==> src/rtl/morph_pkg.sv <==
// Shared encodings for the morphology window controller: datapath modes,
// window size and timing-lock FSM states.
package morph_pkg;

    localparam int unsigned WIN_SIZE = 5;

    typedef enum logic [1:0] {
        MODE_BYPASS = 2'd0,
        MODE_ERODE  = 2'd1,
        MODE_DILATE = 2'd2,
        MODE_RSVD   = 2'd3
    } mode_e;

    typedef enum logic [1:0] {
        ST_SEARCH  = 2'd0,
        ST_MEASURE = 2'd1,
        ST_VERIFY  = 2'd2,
        ST_LOCKED  = 2'd3
    } state_e;

endpackage

==> src/rtl/edge_det.sv <==
// Single-bit rise/fall detector; the history register clears on reset so a
// level already high at reset release yields one rise.
module edge_det (
    input  logic clk,
    input  logic rst,
    input  logic sig,
    output logic rise_c,
    output logic fall_c
);

    logic sig_q;

    always_ff @(posedge clk) begin
        if (rst) begin
            sig_q <= 1'b0;
        end else begin
            sig_q <= sig;
        end
    end

    assign rise_c = sig & ~sig_q;
    assign fall_c = ~sig & sig_q;

endmodule

==> src/rtl/morph_geom_ctrl.sv <==
// Video timing lock and frame-aligned mode sequencing for the 5x5 morphology
// window: measures the line period, drives the line-buffer length and mode.
module morph_geom_ctrl
    import morph_pkg::*;
#(
    parameter int unsigned CNT_W      = 12,
    parameter int unsigned LOCK_LINES = 4,
    parameter int unsigned WIN        = WIN_SIZE,
    parameter int unsigned MIN_LEN    = 16
) (
    input  logic             clk,
    input  logic             rst,
    input  logic             de,
    input  logic             hsync,
    input  logic             vsync,
    input  logic [1:0]       mode_req,
    input  logic             mode_req_valid,
    output logic [CNT_W-1:0] h_size,
    output logic             h_size_valid,
    output logic             locked,
    output logic [1:0]       mode_active,
    output logic [CNT_W-1:0] active_width,
    output logic [CNT_W-1:0] frame_lines,
    output logic             frame_done,
    output logic [7:0]       unlock_cnt
);

    localparam int unsigned      MATCH_W = $clog2(LOCK_LINES + 1);
    localparam logic [CNT_W-1:0] CNT_MAX = '1;

    logic hs_rise, vs_rise, de_fall;
    logic hs_fall_unused, vs_fall_unused, de_rise_unused;

    edge_det u_hs_edge (.clk(clk), .rst(rst), .sig(hsync), .rise_c(hs_rise),        .fall_c(hs_fall_unused));
    edge_det u_vs_edge (.clk(clk), .rst(rst), .sig(vsync), .rise_c(vs_rise),        .fall_c(vs_fall_unused));
    edge_det u_de_edge (.clk(clk), .rst(rst), .sig(de),    .rise_c(de_rise_unused), .fall_c(de_fall));

    state_e             state_q, state_d;
    logic [CNT_W-1:0]   lcnt_q, lcnt_d;
    logic [CNT_W-1:0]   ref_q, ref_d;
    logic [MATCH_W-1:0] match_q, match_d;
    logic               locked_q, locked_d;
    logic [CNT_W-1:0]   h_size_q, h_size_d;
    logic [7:0]         unlock_q, unlock_d;
    mode_e              pending_q, pending_d;
    mode_e              mode_q, mode_d;
    logic [CNT_W-1:0]   aw_cnt_q, aw_cnt_d;
    logic [CNT_W-1:0]   active_width_q, active_width_d;
    logic [CNT_W-1:0]   fl_cnt_q, fl_cnt_d;
    logic [CNT_W-1:0]   frame_lines_q, frame_lines_d;
    logic               frame_done_q, frame_done_d;

    logic               p_valid;
    logic               sat_evt;
    logic               lose_lock;
    logic [CNT_W-1:0]   aw_base;
    logic [CNT_W-1:0]   fl_plus;

    // Period is the line counter value seen at the hsync rise; saturation fires once.
    assign p_valid = (lcnt_q >= CNT_W'(MIN_LEN));
    assign sat_evt = ~hs_rise && (lcnt_q == CNT_MAX - CNT_W'(1));

    always_comb begin
        state_d        = state_q;
        ref_d          = ref_q;
        match_d        = match_q;
        lose_lock      = 1'b0;
        lcnt_d         = lcnt_q;
        unlock_d       = unlock_q;
        pending_d      = pending_q;
        mode_d         = mode_q;
        aw_cnt_d       = aw_cnt_q;
        active_width_d = active_width_q;
        fl_cnt_d       = fl_cnt_q;
        frame_lines_d  = frame_lines_q;
        frame_done_d   = vs_rise;
        aw_base        = '0;
        fl_plus        = '0;

        if (hs_rise) begin
            lcnt_d = CNT_W'(1);
        end else if (lcnt_q != CNT_MAX) begin
            lcnt_d = lcnt_q + CNT_W'(1);
        end

        if (sat_evt) begin
            state_d   = ST_SEARCH;
            match_d   = '0;
            lose_lock = (state_q == ST_LOCKED);
        end else if (hs_rise) begin
            case (state_q)
                ST_SEARCH: state_d = ST_MEASURE;
                ST_MEASURE: begin
                    if (p_valid) begin
                        ref_d   = lcnt_q;
                        match_d = MATCH_W'(1);
                        state_d = ST_VERIFY;
                    end
                end
                ST_VERIFY: begin
                    if (p_valid && (lcnt_q == ref_q)) begin
                        match_d = match_q + MATCH_W'(1);
                        if (match_d == MATCH_W'(LOCK_LINES)) begin
                            state_d = ST_LOCKED;
                        end
                    end else begin
                        ref_d   = lcnt_q;
                        match_d = MATCH_W'(1);
                    end
                end
                ST_LOCKED: begin
                    if (lcnt_q != ref_q) begin
                        ref_d     = lcnt_q;
                        match_d   = MATCH_W'(1);
                        state_d   = ST_VERIFY;
                        lose_lock = 1'b1;
                    end
                end
                default: state_d = ST_SEARCH;
            endcase
        end

        locked_d = (state_d == ST_LOCKED);
        h_size_d = locked_d ? (ref_d - CNT_W'(WIN)) : '0;

        if (lose_lock && (unlock_q != 8'hFF)) begin
            unlock_d = unlock_q + 8'd1;
        end

        // A request coinciding with vsync rise is applied at that same frame boundary.
        if (mode_req_valid && (mode_req != 2'd3)) begin
            pending_d = mode_e'(mode_req);
        end
        if (!locked_q) begin
            mode_d = MODE_BYPASS;
        end else if (vs_rise) begin
            mode_d = pending_d;
        end

        aw_base = hs_rise ? '0 : aw_cnt_q;
        aw_cnt_d = (de && (aw_base != CNT_MAX)) ? aw_base + CNT_W'(1) : aw_base;
        if (de_fall) begin
            active_width_d = aw_cnt_q;
        end

        // A de fall on the vsync edge still belongs to the closing frame.
        fl_plus = fl_cnt_q + CNT_W'(de_fall);
        if (vs_rise) begin
            frame_lines_d = fl_plus;
            fl_cnt_d      = '0;
        end else begin
            fl_cnt_d      = fl_plus;
        end
    end

    always_ff @(posedge clk) begin
        if (rst) begin
            state_q        <= ST_SEARCH;
            lcnt_q         <= '0;
            ref_q          <= '0;
            match_q        <= '0;
            locked_q       <= 1'b0;
            h_size_q       <= '0;
            unlock_q       <= '0;
            pending_q      <= MODE_BYPASS;
            mode_q         <= MODE_BYPASS;
            aw_cnt_q       <= '0;
            active_width_q <= '0;
            fl_cnt_q       <= '0;
            frame_lines_q  <= '0;
            frame_done_q   <= 1'b0;
        end else begin
            state_q        <= state_d;
            lcnt_q         <= lcnt_d;
            ref_q          <= ref_d;
            match_q        <= match_d;
            locked_q       <= locked_d;
            h_size_q       <= h_size_d;
            unlock_q       <= unlock_d;
            pending_q      <= pending_d;
            mode_q         <= mode_d;
            aw_cnt_q       <= aw_cnt_d;
            active_width_q <= active_width_d;
            fl_cnt_q       <= fl_cnt_d;
            frame_lines_q  <= frame_lines_d;
            frame_done_q   <= frame_done_d;
        end
    end

    assign h_size       = h_size_q;
    assign h_size_valid = locked_q;
    assign locked       = locked_q;
    assign mode_active  = mode_q;
    assign active_width = active_width_q;
    assign frame_lines  = frame_lines_q;
    assign frame_done   = frame_done_q;
    assign unlock_cnt   = unlock_q;

endmodule
==> config.mk <==
export PLATFORM = sky130hd
export DESIGN_NAME = morph_geom_ctrl
export DESIGN_NICKNAME = d
export VERILOG_FILES = /design/src/rtl/morph_pkg.sv /design/src/rtl/edge_det.sv /design/src/rtl/morph_geom_ctrl.sv
export SDC_FILE = /design/constraint.sdc
export NUM_CORES = 1
export LEC_CHECK = 0
export CAP_MARGIN = 0
export CORE_MARGIN = 8
export CORE_UTILIZATION = 62
export CTS_BUF_LIST = sky130_fd_sc_hd__clkbuf_4 sky130_fd_sc_hd__clkbuf_8
export DETAILED_ROUTE_END_ITERATION = 16
export GPL_ROUTABILITY_DRIVEN = 1
export PLACE_DENSITY = 0.86
export SYNTH_ARGS = -nofsm -noshare
export SYNTH_HDL_FRONTEND = slang
export SYNTH_SLANG_ARGS = --single-unit
==> constraint.sdc <==
create_clock -name clk -period 5.8 [get_ports clk]
set_input_delay 0.58 -clock clk [delete_from_list [all_inputs] [get_ports clk]]
set_output_delay 0.58 -clock clk [all_outputs]
set_load 0.01 [all_outputs]
==> out/qor.yml, run 1 <==
cts:
  clkTransAtPathRegs_ps: 110
  post_cts_buffers: 0
  numCtsBuffers: 9
  clock-sinks: 106
  tritoncts: "done"
  ctsResizeCount: 0
  cts_hold_buf: 0
  clkLatencyLatePin_ps: 370
  clockBufferDepth: 2
  cts_root_buf: "clkbuf_8"
  h-tree-depth: 3
synthesis:
  post_synth_main_area_contributors: "dfxtp_1, nor2_1, xor2_1, nand2_1, a21oi_1"
  syn_inst: 530
  synth_fp_nets: 548
  syn_area_per_cell_um2: 8.94
  ys_seq_elements: 106
  yosysTopAreaCell: "dfxtp_1"
  synth-seq-area-share_pct: 44.8
  yosysUniqueCellTypes: 60
  async_flop_share_pct: 0
  yosys_warnings: 0
  ys_dominant_reg_cell: "dfxtp_1"
  synth_top_area_share_pct: 44.8
  synth_edf_count: 0
  syn_area_um2: 4740
drt:
  drt_first_pass_iters: 5
  drc: 0
  via_per_inst: 5.66
  drt_wl_total_um: 10500
  wl_per_cell_um: 15.6
  postRouteAntennaNets: 0
  via_count: 3822
  drt_iter0_drc: 192
critical_path:
  critPathLaunchType: "primary input"
  arrival_ps: 3360
  crit_buf_inv: 1
  cp.required_ps: 6090
  slowest_stage: "nor2b_1"
  crit_type: "in -> reg"
  crit_fanout: 14
  worst_path_largest_cell_delay_ps: 680
  cp_cell_sequence: "clkdlybuf4s50_1 -> nor2b_1 -> a31oi_4 -> nor2_1 -> a21oi_1 -> ha_1 -> o2111a_2 -> a31o_1 -> a21oi_1"
  path_delay_family: "compound AO/OA/AOI/OAI gates"
  crit_path_end_kind: "register"
  crit_top_cell: "a21oi_1"
die:
  die_x_um: 103
  num_rows: 32
  dieArea_um2: 10700
  io_pins: 57
  fp.dieH_um: 103
  coreArea_um2: 7570
  initial_core_util_pct: 62.6
cells_and_area:
  area_growth_pct: 16.0
  stdcell_count: 675
  n_fill_cell: 539
  final_common_cell: "dfxtp_1"
  seq_area_um2: 2120
  n_antenna_cell: 0
  final_cell_mix: "dfxtp_1, nor2_1, clkdlybuf4s50_1"
  final_util_pct: 72.7
  multiInputGateArea_um2: 2420
  layout-drive-gt1-share_pct: 6.98
  fin_nets: 586
worst_hold_path:
  hold_path.class: "reg -> reg"
run_status:
  status: "finished clean"
sta:
  finalCriticalPeriod_ps: 3060
  fin_tns_setup_ps: 0
  finalSetupViolations: 0
  clock_skew_ps: 16.5
  rsz0062_at_grt: "false"
  timing.final.crit_share_pct: 52.8
  relSlewSlack_pct: 44.6
  worst_pin_slew_ps: 830
  hold_violations: 0
  report.final.slew_viol_count: 0
  fin_ws_ps: 2740
  fmax_ghz: 0.326
pwr:
  peakVddDrop_v: 0.000144
  power.leakage_nw: 2.06
  powerDensity_nw_per_um2: 248
flow_run:
  maxCapViolCount: 0
placement:
  place.gp.congestion: 0.849
  dp_slack_ps: 2390
  placed_cells: 658
  dp_hpwl_um: 7330
  io_buffers: 56
grt:
  grtUsageMet1_pct: 24.8
  grt-busiest-layer: "met2"
  grt_overflow_total: 0
  grt_pass1_vias: 3734
  grt_util_met2_pct: 34.9
  grt_usage_pct: 20.8
  antenna_found_initial: 0
  grt_pass1_wl_um: 17600
  grtUsageMet3_pct: 6.02
  grt_max_degree: 62
per-layer routing:
metal	up-vias	part of all wire (%)
met1	1828	44
li1	1887	-
met5	-	0
met4	0	2.1
met2	87	49
met3	20	5.0
cell usage after synthesis, drive strengths merged (3+ instances only):
cell type,count
a31oi,4
dfxtp,106
xor2,35
ha,10
mux2i,6
o21ai,9
nor3,5
nand3,17
or2,3
nand4,16
inv,10
nor2,88
and3,6
nand2,47
clkbuf,21
buf,10
o21a,3
nor4,8
and2,6
nor2b,9
nand2b,8
a21oi,35
a21o,3
a211oi,12
xnor2,17
and4,5
stage by stage:
step,hold WS [ps],cell area [um^2],power [mW]
after CTS,468,5490,1.37
after global placement,446,5280,0.875
final,464,5500,1.36
after floorplan,450,4740,0.849
after global routing,491,5500,1.41
after detailed placement,453,5280,0.879
path summary, 6_finish.rpt:
path | from | end | slack [ps] | cells past startpoint
setup / recovery | hsync | h_size[8] | 2740 | 9
hold / removal | active_width[10] | active_width[10] | 460 | 2
setup reg to reg | lcnt_q[0] | h_size[8] | 2740 | 10
hold reg to reg | active_width[10] | active_width[10] | 460 | 2
sequential cells by signal, indices dropped and copies added (netlist names):
| register | flops |
|---|---|
| active_width | 12 |
| aw_cnt_q | 12 |
| fl_cnt_q | 12 |
| frame_done | 1 |
| frame_lines | 12 |
| h_size | 12 |
| h_size_valid | 1 |
| lcnt_q | 12 |
| match_q | 3 |
| mode_active | 2 |
| pending_q | 2 |
| ref_q | 12 |
| state_q | 2 |
| u_de_edge.sig_q | 1 |
| u_hs_edge.sig_q | 1 |
| u_vs_edge.sig_q | 1 |
| unlock_cnt | 8 |
logic make-up after synthesis:
family          Yosys count  share of synthesized area [%]
compound gates           87                           13.0
fa+ha+maj                10                           2.64
mux                       7                           1.50
xor+xnor                 52                           9.61
simple gates            227                           24.4
buf+inv                  41                           4.09
flops                   106                           44.8
tightest hold or removal path, delay by kind of cell (launching register included):
family,cells,cell delay (ps)
flops,1,320
simple gates,1,50
compound gates,1,50
report_power, final:
| part | switching, mW | internal (mW) |
|---|---|---|
| clock | 0.250 | 0.250 |
| sequential | 0.0102 | 0.739 |
| combinational | 0.0675 | 0.0488 |
| total | 0.327 | 1.04 |
final cells by class:
cell class / instances / area share [%]
multi-input cells: 383 / 44.1
clock buffers: 10 / 2.39
flip-flops and latches: 106 / 38.6
well taps: 102 / 2.32
clock inverters: 6 / 1.59
inverters: 10 / 0.682
repair buffers: 58 / 10.4
Power figures use the tool's default switching activity.
==> inputs of run 2 (changes only) <==
- CORE_UTILIZATION: 62 -> 52
- PLACE_DENSITY: 0.86 -> 0.77
- clock period: 5.8 -> 2.5 ns (I/O delays scaled with it)
==> run 2 against run 1 <==
Net effect:
- the flow now finishes with violations (negative setup slack)
- register-to-register slack got worse by 2800 ps
- core utilization decreased by 3.7 points
- worst hold slack got worse by 220 ps
- clock power increased by 110%
- critical path depth unchanged
- sequential share of layout area decreased by 4.1 points
- setup slack got worse by 2800 ps
- combinational power increased to 3.2 times the previous value
- largest cell class unchanged
- largest power group unchanged
- highest routed layer unchanged
==> out/qor.yml, run 2 (synthesis results as in run 1) <==
pwr:
  power.switching_uw: 864
  seq_power_share_pct: 55.0
  switching_share_pct: 27.6
  power.leakage_nw: 2.41
  powerDensity_nw_per_um2: 503
  p_comb_share_pct: 11.7
  p_int_mw: 2.27
  peakVddDrop_v: 0.000345
  p_clk_share_pct: 33.3
drt:
  wl_met3_um: 533
  drt_iter0_drc: 175
  top_layer: "met4"
  postRouteAntennaNets: 0
  wl_met1_um: 5020
  via_count: 4129
  met2_length_um: 5860
  drt_wl_total_um: 11800
  drt_first_pass_iters: 4
  wl_per_cell_um: 15.8
  drc: 0
  via_per_inst: 5.51
sta:
  rsz0062_at_grt: "true"
  clock_skew_ps: 8.81
  relSlewSlack_pct: 58.9
  finalCriticalPeriod_ps: 2610
  timing.final.crit_share_pct: 104
  fin_ws_ps: -110
  report.final.slew_viol_count: 0
  hold_violations: 0
  finalSetupViolations: 6
  fmax_ghz: 0.383
  fin_hold_ws_ps: 239
  worst_pin_slew_ps: 617
cells_and_area:
  fin_nets: 651
  stdcell_count: 749
  n_antenna_cell: 0
  area_growth_pct: 31.4
  final_cell_mix: "dfxtp_1, nor2_1, buf_4"
  final_common_cell: "dfxtp_1"
  layout-drive-gt1-share_pct: 21.9
grt:
  grt_pass1_wl_um: 18700
  grt_usage_pct: 17.8
  grt_max_degree: 60
  grt_overflow_total: 0
  antenna_found_initial: 0
  grt_pass1_vias: 3982
cts:
  clkLatencyLatePin_ps: 370
  clockBufferDepth: 2
  h-tree-depth: 3
  cts_hold_buf: 0
  clock-sinks: 106
  tritoncts: "done"
  clkTransAtPathRegs_ps: 110
  numCtsBuffers: 9
  cts_root_buf: "clkbuf_8"
critical_path:
  crit_path_end_kind: "register"
  critPathLaunchType: "register"
  crit_type: "reg -> reg"
  cp.required_ps: 2780
  arrival_ps: 2890
  crit_fanout: 7
die:
  coreArea_um2: 9020
  initial_core_util_pct: 52.6
  dieArea_um2: 12400
  num_rows: 35
  die_x_um: 111
  io_pins: 57
  fp.dieH_um: 111
placement:
  dp_hpwl_um: 8310
  placed_cells: 724
  io_buffers: 56
  place.gp.congestion: 0.919
worst_hold_path:
  hold_path.class: "in -> reg"
run_status:
  status: "complete, but fails checks"
  violations: "negative setup slack"
flow_run:
  maxCapViolCount: 0
## run 2: worst max-delay path, cell delays in order, from the launching register on
cell and delay, ps:
dfxtp_4 390, xor2_4 190, nor4_4 330, o2111ai_2 220, a31oi_4 350, buf_4 210
mux2i_4 260, and4_4 270, a31oi_1 100, o21a_1 200
## run 2: path summary, 6_finish.rpt
kind,start,to,slack (ps),cells past startpoint
max,ref_q[6],h_size[11],-110,9
min,rst,match_q[0],240,3
max reg2reg,ref_q[6],h_size[11],-110,9
min reg2reg,active_width[7],active_width[7],460,2
## run 2: through the flow
stage,power (mW),setup TNS [ps],instance area (um^2),utilization [%],worst slack (ps)
after global routing,3.25,-1020,6230,69.0,-209
after floorplan,1.97,0,4780,-,1.29
after detailed placement,2.08,-477,5750,63.7,-154
final,3.14,-339,6230,69.0,-110
after global placement,2.07,-75.5,5750,63.7,-49.9
after CTS,3.12,-14.2,5990,66.4,-7.15
## run 2: area by class of cell
cell class              count  area [um^2]
clock buffers               9          124
clock inverters             7         71.3
fillers                   665         2790
inverters                  10         37.5
multi-input cells         383         2630
flip-flops and latches    106         2150
well taps                 111          139
repair buffers            123         1080
## run 2: power groups by stage
stage,registers [mW],clock network [mW],logic [mW]
after floorplan,1.77,0,0.200
after global placement,1.77,0,0.305
after detailed placement,1.77,0,0.314
after CTS,1.73,1.05,0.339
after global routing,1.73,1.12,0.396
final,1.73,1.04,0.367
## run 2: layer usage
layer,GRT usage [%],up-vias
met2,29.7,106
met1,21.2,1975
met4,9.33,0
li1,-,2011
met5,0,-
met3,3.44,37
## run 2: what timing repair did
item / in CTS / in global routing
gates resized for setup: 11 / 42
endpoints found under the setup margin: 11 / 18
buffers inserted: 2 / 9
pin swaps: 3 / 23
==> patch 1 (flow settings as in run 1) <==
Change the parameter `MIN_LEN` from 16 to 8.
--- a/src/rtl/morph_geom_ctrl.sv
+++ b/src/rtl/morph_geom_ctrl.sv
@@ -6,7 +6,7 @@
     parameter int unsigned CNT_W      = 12,
     parameter int unsigned LOCK_LINES = 4,
     parameter int unsigned WIN        = WIN_SIZE,
-    parameter int unsigned MIN_LEN    = 16
+    parameter int unsigned MIN_LEN    = 8
 ) (
     input  logic             clk,
     input  logic             rst,
Behaviour: same outputs for any inputs over 10 cycles, from zero or initial values and one cycle with rst high; that may be too few to reach the edited logic, so the function may still have changed.
==> patch 1 against run 1 <==
Clock power shrank 15%; area after synthesis is 0.37% lower; sequential cell count stayed put; non-clock buffer count unchanged; setup slack worse by 0.83 ns; design area shrank 1.0%; highest routed layer unchanged; fmax fell by 21%; critical endpoint is now h_size[6]$_SDFF_PP0_; total power down 9.3%; core utilization down 0.73 points; wire length rose by 3.1%.
==> patch 1: results (changes against run 1) <==
- Aggregate global-route resource usage: 21.1% (was 20.8%)
- FF-to-FF path depth: 11 (was 10)
- Nets: 604 (was 586)
- GR met3 Demand/Resource: 4.22% (was 6.02%)
- CTS HTree Levels: 3 (unchanged)
- Status: finished clean (unchanged)
- Synth top cells by count: 106 x dfxtp_1, 92 x nor2_1, 55 x nand2_1, 36 x a21oi_1, 30 x xnor2_1 (was 106 x dfxtp_1, 88 x nor2_1, 47 x nand2_1, 35 x a21oi_1, 35 x xor2_1)
- Top area cells in the synthesized netlist: dfxtp_1 45%, nor2_1 7.3%, xnor2_1 5.6% (was dfxtp_1 45%, nor2_1 7.0%, xor2_1 6.5%)
- Iteration-0 DRC Markers: 186 (was 192)
- Vias in the first global route: 3973 (was 3734)
- HP Start: active_width[4]$_SDFFE_PP0P_ (was active_width[10]$_SDFFE_PP0P_)
- Peak supply drop: 0.000127 V (was 0.000144 V)
- Pleak: 1.91 nW (was 2.06 nW)
- Synth Area in Compound Gates: 11.1% (was 13.0%)
- Fill cell count: 558 (was 539)
- Count of cell types in the netlist: 53 (was 60)
- Syn_nets: 568 (was 548)
- Avg WL per Cell: 15.6 µm (about the same)
- Multiplexer share of the synthesized area: 3.89% (was 1.50%)
- Post-synthesis area per instance: 8.59 µm² (was 8.94 µm²)
- Placer Congestion: 0.906 (was 0.849)
- Max Buffers Root-to-Sink: 2 (unchanged)
- Hold Path End: active_width[4]$_SDFFE_PP0P_ (was active_width[10]$_SDFFE_PP0P_)
- DR WL met3: 597 µm (was 526 µm)
- Clk pwr share: 34.3% (was 36.6%)
- Pre-CTS setup slack: 1.81 ns (was 2.39 ns)
- Comb power frac: 5.4% (was 8.5%)
- Share of layout cells above drive strength 1: 5.41% (was 6.98%)
- Reg-to-reg setup timing slack: 1.91 ns (was 2.74 ns)
- Sequential fraction of the synthesis area: 44.9% (was 44.8%)
- HPWL after DPL: 7620 µm (was 7330 µm)
- Fin cells: 693 (was 675)
- Hold_ws: 0.459 ns (was 0.464 ns)
- NetSw: 0.000307 W (was 0.000327 W)
- Comb group: 0.0000666 W (was 0.000116 W)
- Met2 Use GR: 36.1% (was 34.9%)
- CP Max Fanout: 21 (was 14)
- Largest net degree at the start of global routing: 65 (was 62)
- DR WL met2: 5270 µm (was 5130 µm)
- Critical Path AT: 4.19 ns (was 3.36 ns)
- Final Skew: 0.0120 ns (was 0.0165 ns)
- XOR/XNOR Fraction of Synth Area: 8.72% (was 9.61%)
- Adder-cell share of the synthesized area: 2.65% (was 2.64%)
- Capture point of the worst path: h_size[6]$_SDFF_PP0_ (was h_size[8]$_SDFF_PP0_)
- First-pass GRT wire length: 18000 µm (was 17600 µm)
- R2r startpoint: lcnt_q[5]$_SDFFE_PP0P_ (was lcnt_q[0]$_SDFFE_PP0P_)
- Vias/cell: 5.73 (was 5.66)
- Critical path launch point type: flop (was primary input)
- Slew @ Worst Pin: 0.738 ns (was 0.830 ns)
- Initial DRT Pass Iterations: 6 (was 5)
[patch 1: cell types whose count changed after synthesis, moves of 4 or more]
cell,run 1,this run
a31o_1,1,5
clkbuf_1,20,25
inv_1,9,13
mux2i_1,6,12
nand2_1,47,55
nand4_1,16,20
nor2_1,88,92
nor4_4,4,0
or3_1,2,6
xnor2_1,17,30
xor2_1,35,17
[patch 1: critical path, stage by stage, from the launching register on]
cell	delay (ns)
dfxtp_1	0.39
or4_1	0.67
o32ai_1	0.42
o211ai_2	0.22
nand2_2	0.48
mux2i_1	0.35
ha_1	0.24
inv_1	0.07
and4_1	0.18
a311oi_2	0.47
nand4_1	0.18
a21oi_1	0.17
[patch 1: cell type report]
class	count	area, µm²	area share [%]
clock buffers	11	139	2.55
well taps	102	128	2.34
repair buffers	58	571	10.5
inverters	13	48.8	0.896
multi-input cells	398	2400	44.1
clock inverters	5	38.8	0.712
flip-flops and latches	106	2120	39.0
==> patch 2 (config.mk and constraints of run 1) <==
Without the edit above. Encoding of `state_e`: now one-hot (4 bits for 4 states).
--- a/src/rtl/morph_pkg.sv
+++ b/src/rtl/morph_pkg.sv
@@ -11,11 +11,11 @@
         MODE_RSVD   = 2'd3
     } mode_e;
 
-    typedef enum logic [1:0] {
-        ST_SEARCH  = 2'd0,
-        ST_MEASURE = 2'd1,
-        ST_VERIFY  = 2'd2,
-        ST_LOCKED  = 2'd3
+    typedef enum logic [3:0] {
+        ST_SEARCH  = 4'b0001,
+        ST_MEASURE = 4'b0010,
+        ST_VERIFY  = 4'b0100,
+        ST_LOCKED  = 4'b1000
     } state_e;
 
 endpackage
Check against the original RTL: no difference found for any inputs over 10 cycles, from zero or initial values and one cycle with rst high; not proved beyond that.
==> patch 2 against run 1 <==
Design area increased by 4.4%; critical endpoint unchanged; setup slack got worse by 0.88 ns; sequential cell count increased by 2; area after synthesis increased by 6.7%; wire length increased by 3.4%; total power decreased by 1.7%; sequential share of layout area decreased by 0.93 points; count of clock-buffer cells in the layout decreased by 1.
==> patch 2: results (changes against run 1) <==
- Status: finished clean (unchanged)
- Syn_nets: 594 (was 548)
- Initial DRT Pass Iterations: 4 (was 5)
- Pleak: 2.24 nW (was 2.06 nW)
- Vias: 4083 (was 3822)
- PwrDens: 233 nW/µm² (was 248 nW/µm²)
- CP Max Fanout: 27 (was 14)
- Slew @ Worst Pin: 0.841 ns (was 0.830 ns)
- Clk pwr share: 34.6% (was 36.6%)
- Slowest cell delay on critical path: 0.70 ns (was 0.68 ns)
- Nets: 627 (was 586)
- Post-Synthesis Cells: 576 (was 530)
- Fill cell count: 614 (was 539)
- Vias in the first global route: 4171 (was 3734)
- Synth top cells by count: 108 x dfxtp_1, 96 x nor2_1, 56 x nand2_1, 39 x xor2_1, 35 x a21oi_1 (was 106 x dfxtp_1, 88 x nor2_1, 47 x nand2_1, 35 x a21oi_1, 35 x xor2_1)
- Count of cell types in the netlist: 61 (was 60)
- Pre-CTS setup slack: 1.89 ns (was 2.39 ns)
- Seq power: 0.000773 W (was 0.000749 W)
- Placed Cells incl. Taps: 703 (was 658)
- Share of layout cells above drive strength 1: 6.51% (was 6.98%)
- Placer Congestion: 0.849 (about the same)
- Vias/cell: 5.68 (was 5.66)
- Critical Path AT: 4.21 ns (was 3.36 ns)
- Iteration-0 DRC Markers: 167 (was 192)
- Final Skew: 0.0106 ns (was 0.0165 ns)
- Sequential fraction of the synthesis area: 42.8% (was 44.8%)
- Aggregate global-route resource usage: 19.6% (was 20.8%)
- Avg WL per Cell: 15.1 µm (was 15.6 µm)
- Critical-path top delay cell: o21ai_4 (was nor2b_1)
- First-pass GRT wire length: 18800 µm (was 17600 µm)
- HPWL after DPL: 7730 µm (was 7330 µm)
## patch 2: cell type report
class,instances,area share (%)
Multi-Input combinational cell,421,45.8
Sequential cell,108,37.6
Timing Repair Buffer,58,9.93
Tap cell,105,2.29
Clock buffer,9,2.16
Clock inverter,7,1.46
Inverter,11,0.719
## patch 2: cells by family (layout without fill, tap and decap cells)
kind of cell | after synthesis | after routing | share of synthesized area (%)
and+or+nand+nor | 252 | 252 | 25.3
buffers and inverters | 47 | 85 | 5.20
adders and majority gates | 10 | 10 | 2.47
xor gates and xnor gates | 55 | 55 | 9.53
DFF | 108 | 108 | 42.8
AOI/OAI and AO/OA | 86 | 86 | 10.9
muxes | 18 | 18 | 3.86
## patch 2: layer usage
metal	vias to the layer above	wire, µm	global-route usage, %
li1	2020	-	-
met1	1963	4610	22.5
met2	84	5600	35.3
met3	16	508	4.90
met4	0	143	5.33
met5	-	0	0
## patch 2: path summary, 6_finish.rpt
kind	slack (ns)	to	startpoint	cells past startpoint
setup / recovery	1.85	h_size[8]$_SDFF_PP0_	state_q[2]$_SDFF_PP0_	11
hold / removal	0.46	active_width[0]$_SDFFE_PP0P_	aw_cnt_q[0]$_SDFF_PP0_	2
setup reg to reg	1.85	h_size[8]$_SDFF_PP0_	state_q[2]$_SDFF_PP0_	11
hold reg to reg	0.46	active_width[0]$_SDFFE_PP0P_	aw_cnt_q[0]$_SDFF_PP0_	2
## patch 2: through the flow
| stage | area [µm²] | hold WS (ns) | util, % |
|---|---|---|---|
| after detailed placement | 5540 | 0.453 | 68.8 |
| after floorplan | 5060 | 0.427 | - |
| after global placement | 5540 | 0.445 | 68.8 |
| after CTS | 5740 | 0.461 | 71.3 |
| after global routing | 5740 | 0.492 | 71.3 |
| final | 5740 | 0.459 | 71.3 |
